===== src/rtl/cerere_pietoni.sv =====
// Pedestrian request controller: sync + debounce button, latch request until green, then cooldown.
// Latency: button sampled high at edge k -> buton high after edge k+2+DEBOUNCE_CYCLES.
// No backpressure: the request level is held until verde_pietoni grants it.
module cerere_pietoni #(
   parameter int DEBOUNCE_CYCLES = 4,
   parameter int COOLDOWN_CYCLES = 16,
   parameter int WAIT_W          = 8
) (
   input  logic              clk,
   input  logic              rst,
   input  logic              apasat,
   input  logic              verde_pietoni,
   output logic              buton,
   output logic              asteapta,
   output logic [WAIT_W-1:0] timp_asteptare,
   output logic [7:0]        cereri_servite
);

   localparam int DB_W = (DEBOUNCE_CYCLES > 1) ? $clog2(DEBOUNCE_CYCLES) : 1;
   localparam int CD_W = (COOLDOWN_CYCLES > 1) ? $clog2(COOLDOWN_CYCLES) : 1;
   localparam logic [DB_W-1:0]   DB_MAX   = DB_W'(DEBOUNCE_CYCLES - 1);
   localparam logic [CD_W-1:0]   CD_MAX   = CD_W'(COOLDOWN_CYCLES - 1);
   localparam logic [WAIT_W-1:0] TIMP_MAX = {WAIT_W{1'b1}};

   typedef enum logic [1:0] {IDLE, CERERE, SERVIRE, PAUZA} state_t;

   state_t            r_state;
   state_t            w_next;
   logic              r_s1;
   logic              r_s2;
   logic              r_filt;
   logic              r_filt_d;
   logic [DB_W-1:0]   r_db_cnt;
   logic [CD_W-1:0]   r_cd_cnt;
   logic              r_pending;
   logic              r_buton;
   logic [WAIT_W-1:0] r_timp;
   logic [7:0]        r_servite;
   logic              w_press;
   logic              w_cd_last;

   assign w_press   = r_filt & ~r_filt_d;
   assign w_cd_last = (r_cd_cnt == CD_MAX);

   // Two-flop synchroniser followed by a consecutive-sample debounce filter.
   always_ff @(posedge clk) begin
      if (rst) begin
         r_s1     <= 1'b0;
         r_s2     <= 1'b0;
         r_filt   <= 1'b0;
         r_filt_d <= 1'b0;
         r_db_cnt <= '0;
      end else begin
         r_s1     <= apasat;
         r_s2     <= r_s1;
         r_filt_d <= r_filt;
         if (r_s2 == r_filt) begin
            r_db_cnt <= '0;
         end else if (r_db_cnt == DB_MAX) begin
            r_filt   <= r_s2;
            r_db_cnt <= '0;
         end else begin
            r_db_cnt <= r_db_cnt + 1'b1;
         end
      end
   end

   // Next-state logic: a press only opens a request from IDLE or at the end of cooldown.
   always_comb begin
      w_next = r_state;
      case (r_state)
         IDLE:    if (w_press) w_next = CERERE;
         CERERE:  if (verde_pietoni) w_next = SERVIRE;
         SERVIRE: if (!verde_pietoni) w_next = PAUZA;
         PAUZA:   if (w_cd_last) w_next = (r_pending || w_press) ? CERERE : IDLE;
         default: w_next = IDLE;
      endcase
   end

   // State register plus request level, cooldown, pending flag and statistics.
   always_ff @(posedge clk) begin
      if (rst) begin
         r_state   <= IDLE;
         r_buton   <= 1'b0;
         r_cd_cnt  <= '0;
         r_pending <= 1'b0;
         r_timp    <= '0;
         r_servite <= '0;
      end else begin
         r_state <= w_next;
         r_buton <= (w_next == CERERE);

         // Counter idles at zero, so it is already cleared on entry to PAUZA.
         if (r_state == PAUZA && !w_cd_last)
            r_cd_cnt <= r_cd_cnt + 1'b1;
         else
            r_cd_cnt <= '0;

         if (r_state == PAUZA)
            r_pending <= w_cd_last ? 1'b0 : (r_pending | w_press);
         else
            r_pending <= 1'b0;

         // Wait time restarts on entry and keeps its value outside CERERE.
         if (w_next == CERERE && r_state != CERERE)
            r_timp <= '0;
         else if (r_state == CERERE && r_timp != TIMP_MAX)
            r_timp <= r_timp + 1'b1;

         if (r_state == CERERE && verde_pietoni)
            r_servite <= r_servite + 1'b1;
      end
   end

   assign buton          = r_buton;
   assign asteapta       = r_buton;
   assign timp_asteptare = r_timp;
   assign cereri_servite = r_servite;

endmodule


===== config.mk =====
export PLATFORM = sky130hd
export DESIGN_NAME = cerere_pietoni
export DESIGN_NICKNAME = d
export VERILOG_FILES = /design/src/rtl/cerere_pietoni.sv
export SDC_FILE = /design/constraint.sdc
export NUM_CORES = 1
export LEC_CHECK = 0
export BUFFER_PORTS_ARGS = -buffer_cell sky130_fd_sc_hd__buf_2
export CAP_MARGIN = 20
export CORE_MARGIN = 1
export CORE_UTILIZATION = 30
export CTS_CLUSTER_DIAMETER = 150
export DETAILED_ROUTE_END_ITERATION = 12
export PLACE_DENSITY = 0.47
export SETUP_SLACK_MARGIN = 0.05
export SKIP_LAST_GASP = 1
export SLEW_MARGIN = 20
export SYNTH_ARGS = -nofsm -noshare
export SYNTH_HDL_FRONTEND = slang
export SYNTH_SLANG_ARGS = --single-unit

===== constraint.sdc =====
create_clock -name clk -period 1.9 [get_ports clk]
set_clock_uncertainty 0.1 [all_clocks]
set_input_delay 0.095 -clock clk [delete_from_list [all_inputs] [get_ports clk]]
set_output_delay 0.095 -clock clk [all_outputs]
set_load 0.01 [all_outputs]

==> results of run 1 <==
[power groups by stage]
stage	Sequential [mW]	Combinational (mW)	Clock, mW
2_1_floorplan	0.646	0.0102	0
3_3_place_gp	0.647	0.0182	0
3_5_place_dp	0.647	0.0190	0
4_1_cts	0.632	0.0203	0.543
5_1_grt	0.632	0.0226	0.576
6_report	0.633	0.0198	0.519
[logic make-up (layout without fill, tap and decap cells)]
group,count (synthesis),after routing,share of synthesized area
xor+xnor,9,9,0.0611
compound gates,24,24,0.116
simple gates,63,63,0.264
fa+ha+maj,4,4,0.0388
mux,2,2,0.0155
buf+inv,10,36,0.0388
flops,30,30,0.466
[state kept, by name, indices dropped and copies added, names as in the netlist]
signal,cells
r_pending,1
r_cd_cnt,4
r_db_cnt,2
r_s2,1
timp_asteptare,8
r_state,2
r_filt,1
r_filt_d,1
r_s1,1
asteapta,1
cereri_servite,8
[cell type report]
| class | instances | area, um^2 | area share |
|---|---|---|---|
| clock buffers | 7 | 86.3 | 0.0564 |
| clock inverters | 1 | 5.00 | 0.00327 |
| inverters | 6 | 22.5 | 0.0147 |
| multi-input cells | 102 | 639 | 0.417 |
| flip-flops and latches | 30 | 601 | 0.392 |
| well taps | 50 | 62.6 | 0.0408 |
| repair buffers | 22 | 115 | 0.0752 |
[worst max path at each step]
stage                                         startpoint                        endpoint  cells after the start
after floorplan           timp_asteptare[0]$_SDFFE_PP0P_  timp_asteptare[4]$_SDFFE_PP0P_                      5
after global placement    timp_asteptare[0]$_SDFFE_PP0P_  timp_asteptare[4]$_SDFFE_PP0P_                      5
after detailed placement           r_state[0]$_SDFF_PP0_  timp_asteptare[1]$_SDFFE_PP0P_                      4
after CTS                          r_state[0]$_SDFF_PP0_  timp_asteptare[1]$_SDFFE_PP0P_                      4
after global routing               r_state[0]$_SDFF_PP0_  timp_asteptare[1]$_SDFFE_PP0P_                      4
final                              r_state[0]$_SDFF_PP0_  timp_asteptare[1]$_SDFFE_PP0P_                      4
[cells in the final DEF, fill, tap and decap left out, types with 2 or more instances in the layout]
cell type / Yosys / final
a211oi_1: 2 / 2
a21oi_1: 11 / 11
and3_1: 2 / 2
and4_1: 2 / 2
buf_2: 1 / 21
clkbuf_8: 0 / 6
dfxtp_1: 30 / 30
ha_1: 4 / 4
inv_1: 6 / 6
mux2i_1: 2 / 2
nand2_1: 9 / 9
nand3_1: 6 / 6
nand4_1: 5 / 5
nor2_1: 15 / 15
nor2b_1: 6 / 6
nor3_1: 6 / 6
o21ai_0: 5 / 5
or3_1: 5 / 5
xnor2_1: 5 / 5
xor2_1: 4 / 4
[metrics by stage]
step / worst slack (ns) / power [mW]
3_3_place_gp: 0.305 / 0.665
6_report: 0.277 / 1.17
2_1_floorplan: 0.369 / 0.657
4_1_cts: 0.277 / 1.20
5_1_grt: 0.122 / 1.23
3_5_place_dp: 0.275 / 0.666
[layer usage]
| metal | global-route usage | up-vias | share of wire |
|---|---|---|---|
| met5 | 0 | - | 0 |
| met4 | 0.0638 | 0 | 0.022 |
| met3 | 0.0507 | 6 | 0.045 |
| met2 | 0.175 | 21 | 0.44 |
| met1 | 0.142 | 449 | 0.49 |
| li1 | - | 548 | - |
[critical path, stage by stage, from the launching register on]
cell,delay (ns)
dfxtp_1,0.51
nor2b_1,0.39
o21ai_0,0.26
mux2i_1,0.19
nor2_1,0.05
[what timing repair did]
| action | in CTS | in global routing |
|---|---|---|
| setup endpoints to repair | 0 | 0 |
| hold buffers | 1 | 0 |
| setup buffers | 0 | 0 |
| hold endpoints to repair | 1 | 0 |
==> impl_metrics.yaml, run 1 <==
run_status:
  status: "finished, final reports clean"
logic_synthesis:
  synth_top_area_share: 0.466
  ys_ff_latch: 30
  synth-seq-area-share: 0.466
  synth.distinct_cells: 35
  ys.flop_type: "dfxtp_1"
  async_reset_ff_frac: 0
  syn_inst: 142
  synthesis.area_mm2: 0.00129
  synthTopCellsByArea: "dfxtp_1, nor2_1, a21oi_1"
  synth-warning-count: 0
  synth_edf_count: 0
  synth_common_cells: "dfxtp_1, nor2_1, a21oi_1"
  synth_most_common_cell: "dfxtp_1"
  syn_nets: 150
  syn_avg_cell_area_um2: 9.08
  yosysTopAreaCell: "dfxtp_1"
min_path:
  min_path_type: "primary input to flip-flop"
  holdPathStages: 3
  min_from: "verde_pietoni"
  whs_endpoint: "cereri_servite[1]$_SDFFE_PP0P_"
layout:
  antennaDiodeCount: 0
  nets: 175
  num-fill-cells: 414
  drive_gt1_frac: 0.196
  area_delta_synth_final_pct: 18.7
  utilization: 0.377
  fin_cells: 218
  final_area_mm2: 0.00153
sta:
  hold-worst-slack_ns: 0.0244
  setup_viol: 0
  finalHoldViolCount: 0
  post-route-period-util: 0.854
  fmax_mhz: 616
  rsz0062_at_grt: "no"
  relSlewSlack: 0.729
  setup_tns_ns: 0
  slew_viol_final: 0
  period_minus_slack_ns: 1.62
  tightest_slew_ns: 0.405
critical_path:
  critPathKind: "flip-flop to flip-flop"
  critPathMaxFanout: 9
  critPathCaptureType: "flip-flop"
  required_ns: 1.95
  r2r_end: "timp_asteptare[1]$_SDFFE_PP0P_"
  r2r_start: "r_state[0]$_SDFF_PP0_"
  r2r_cells: 4
  cp_data_arrival_time_ns: 1.67
  startpoint_type: "flip-flop"
  r2r_setup_slack_ns: 0.28
power:
  netSwitchingFraction: 0.206
  combPwrFrac: 0.017
  p_seq_frac: 0.540
  p_sw_mw: 0.241
  p_leak_nw: 0.603
  ir_worst_vdd_uv: 474
  power_frac_clock: 0.443
  power.internal_mw: 0.930
  power_density_mw_per_mm2: 765
clocking:
  cts_buffers: 5
  cts_root_buf: "clkbuf_8"
  path_clk_slew_ns: 0.06
  cts-resized-gates: 0
  clock_sinks: 30
  htree_levels: 2
  max-clock-path-buffers: 2
  tritoncts: "done"
  clk_latency_ns: 0.28
route:
  route.detailed.drc: 0
  vias: 1024
  drtAntennaViolNets: 0
  drt-vias-per-instance: 4.70
  wirelength_um: 2320
  post_drt_wl_per_cell_um: 10.7
  drt_iter0_markers: 48
  drt-pass1-iter-count: 4
floorplanning:
  dieArea_mm2: 0.00457
  ioPinCount: 22
  rows: 23
  start_util: 0.318
  die_x_um: 67.6
  core_area_mm2: 0.00406
  dieHeight_um: 67.6
grt:
  globalRouteTotalUtil: 0.118
  grt_max_degree: 17
  grt_pass1_vias: 913
  grt_antenna_before_repair: 0
  grt_overflow: 0
  grt_first_pass_wirelength_um: 3930
place:
  port_buffers: 21
  place_congestion: 0.680
  dp_cells: 209
  dpl_cell_area_mm2: 0.00143
  dp_hpwl_um: 1670
job:
  max_cap_violations: 0
Note: power is estimated with default switching activity, not from simulation.
==> run 2, diff against run 1 <==
ABC_AREA = 1   (was default)
==> run 2 against run 1 <==
The flow now finishes with violations (design-rule violations). Critical endpoint is now timp_asteptare[3]$_SDFFE_PP0P_. Non-clock buffer count increased by 2. Combinational power grew 25%. Largest cell class unchanged. Cell area rose by 15%. Count of clock-buffer cells in the layout is 1 lower. Critical path depth up 5. Clock power increased by 55%. Critical path type unchanged. Register-to-register slack improved by 0.09 ns. Flip-flop and latch count is the same. Worst setup slack better by 0.091 ns. Hold slack improved by 0.13 ns. Wire length grew 15%. Utilization is 1.4 points higher.
==> impl_metrics.yaml, run 2 <==
run_status:
  status: "complete, but fails checks"
  violations: "design-rule violations"
critical_path:
  crit_buf_inv: 1
  cp_common_cell: "nand2_1"
  required_ns: 2.02
  cp_data_arrival_time_ns: 1.65
  r2r_setup_slack_ns: 0.37
  path_cells: "ha_1 > nand2_1 > nor2_4 > nand2_2 > nand2_1 > nand2_1 > nand2_1 > inv_1 > nor2_1"
  slowest_delay_ns: 0.41
  startpoint_type: "flip-flop"
  critical-path-top-delay-family: "simple AND/OR/NAND/NOR gates"
  critPathLaunch: "timp_asteptare[0]$_SDFFE_PP0P_"
  critPathKind: "flip-flop to flip-flop"
  crit_slowest_cell: "dfxtp_1"
  critPathCaptureType: "flip-flop"
  critPathMaxFanout: 10
  r2r_start: "timp_asteptare[0]$_SDFFE_PP0P_"
min_path:
  min_path_type: "primary input to flip-flop"
  min_from: "verde_pietoni"
logic_synthesis:
  synth_fa_ha_area_frac: 0.0346
  synth_common_cells: "nand2_1, inv_1, nor2_1"
  synth_most_common_cell: "nand2_1"
  synthXorXnorAreaFrac: 0.0182
  synth_edf_count: 0
  synth_top_area_share: 0.416
  yosys-mux-area-fraction: 0
  yosysTopAreaCell: "dfxtp_1"
  ys_ff_latch: 30
  async_reset_ff_frac: 0
  ys.flop_type: "dfxtp_1"
  synth-seq-area-share: 0.416
  synth.distinct_cells: 26
  synth-simple-area-share: 0.371
  synth_compound_area_frac: 0.0450
  syn_inst: 205
  synth_top_family_by_area: "simple AND/OR/NAND/NOR gates"
  syn_avg_cell_area_um2: 7.05
  synth-warning-count: 0
  synthTopCellsByArea: "dfxtp_1, nand2_1, inv_1"
  synthesis.area_mm2: 0.00145
  syn_nets: 213
route:
  post_drt_wl_per_cell_um: 9.33
  vias: 1274
  drt-pass1-iter-count: 8
  wirelength_um: 2670
  drt-vias-per-instance: 4.45
  route.detailed.drc: 2
  drtAntennaViolNets: 0
  drt_iter0_markers: 42
sta:
  rsz0062_at_grt: "no"
  period_minus_slack_ns: 1.53
  setup_tns_ns: 0
  hold-worst-slack_ns: 0.150
  finalHoldViolCount: 0
  setup_viol: 0
  slew_viol_final: 0
  relSlewSlack: 0.768
  post-route-period-util: 0.806
  tightest_slew_ns: 0.346
  fmax_mhz: 653
clocking:
  postCtsSetupBuffers: 0
  clock_sinks: 30
  tritoncts: "done"
  htree_levels: 2
  clk_latency_ns: 0.28
  cts_buffers: 5
  max-clock-path-buffers: 2
  path_clk_slew_ns: 0.07
  cts_root_buf: "clkbuf_8"
floorplanning:
  rows: 24
  core_area_mm2: 0.00450
  start_util: 0.321
  ioPinCount: 22
  dieArea_mm2: 0.00510
  die_x_um: 71.4
  dieHeight_um: 71.4
grt:
  grt_pass1_vias: 1169
  grt_first_pass_wirelength_um: 5000
  grt_max_degree: 16
  grt_antenna_before_repair: 0
  globalRouteTotalUtil: 0.126
  grt_overflow: 0
layout:
  final_common_cell: "nand2_1"
  fin_cells: 286
  area_delta_synth_final_pct: 22.1
  antennaDiodeCount: 0
  num-fill-cells: 478
  drive_gt1_frac: 0.171
  layout.cells.most_common_list: "nand2_1, inv_1, nor2_1"
  nets: 241
  utilization: 0.392
place:
  dp_hpwl_um: 1960
  place_congestion: 0.744
  port_buffers: 21
  dp_cells: 275
power:
  p_leak_nw: 0.819
  power_mw: 1.46
  power_density_mw_per_mm2: 830
  ir_worst_vdd_uv: 490
job:
  max_cap_violations: 0
[run 2: final timing paths]
path                                         end  cells after the start
setup / recovery  timp_asteptare[3]$_SDFFE_PP0P_                      9
hold / removal    cereri_servite[0]$_SDFFE_PP0P_                      4
setup reg to reg  timp_asteptare[3]$_SDFFE_PP0P_                      9
hold reg to reg                  r_s2$_SDFF_PP0_                      2
[run 2: per-stage QoR]
step | setup WS, ns | cell area [um^2]
floorplan | 0.464 | 1450
global placement | 0.419 | 1590
detailed placement | 0.387 | 1590
CTS | 0.369 | 1760
global route | 0.181 | 1760
finish | 0.368 | 1760
[run 2: cells by family after synthesis]
group,count (synthesis)
AOI/OAI and AO/OA,12
xor gates and xnor gates,3
adders and majority gates,4
buffers and inverters,41
DFF,30
and+or+nand+nor,115
[run 2: what timing repair did]
action / in CTS / in global routing
hold buffers: 3 / 0
endpoints found under the hold margin: 6 / 0
resized for setup: 0 / 0
[run 2: area by class of cell]
cell class	count	area, um^2	share of cell area
clock buffer	6	82.6	0.0468
clock inverter	2	60.1	0.0340
inverter	38	143	0.0809
multi-input combinational	134	678	0.384
sequential	30	601	0.340
tap	52	65.1	0.0369
timing repair buffer	24	135	0.0766
[run 2: worst register-to-register path, delay by kind of cell (launching register included)]
family        cells  cell delay [ns]
simple gates      7             0.72
flops             1             0.41
fa+ha+maj         1             0.22
buf+inv           1             0.04
[run 2: per-layer routing]
layer	part of all wire	vias up	global-route usage
li1	-	684	-
met5	0	-	0
met3	0.058	7	0.0506
met2	0.44	26	0.203
met1	0.48	557	0.149
met4	0.018	0	0.0533
[run 2: where the power goes]
| part | total (mW) | switching (mW) | internal [mW] |
|---|---|---|---|
| Sequential | 0.633 | 0.00122 | 0.631 |
| Combinational | 0.0248 | 0.0144 | 0.0103 |
| Clock | 0.806 | 0.247 | 0.559 |
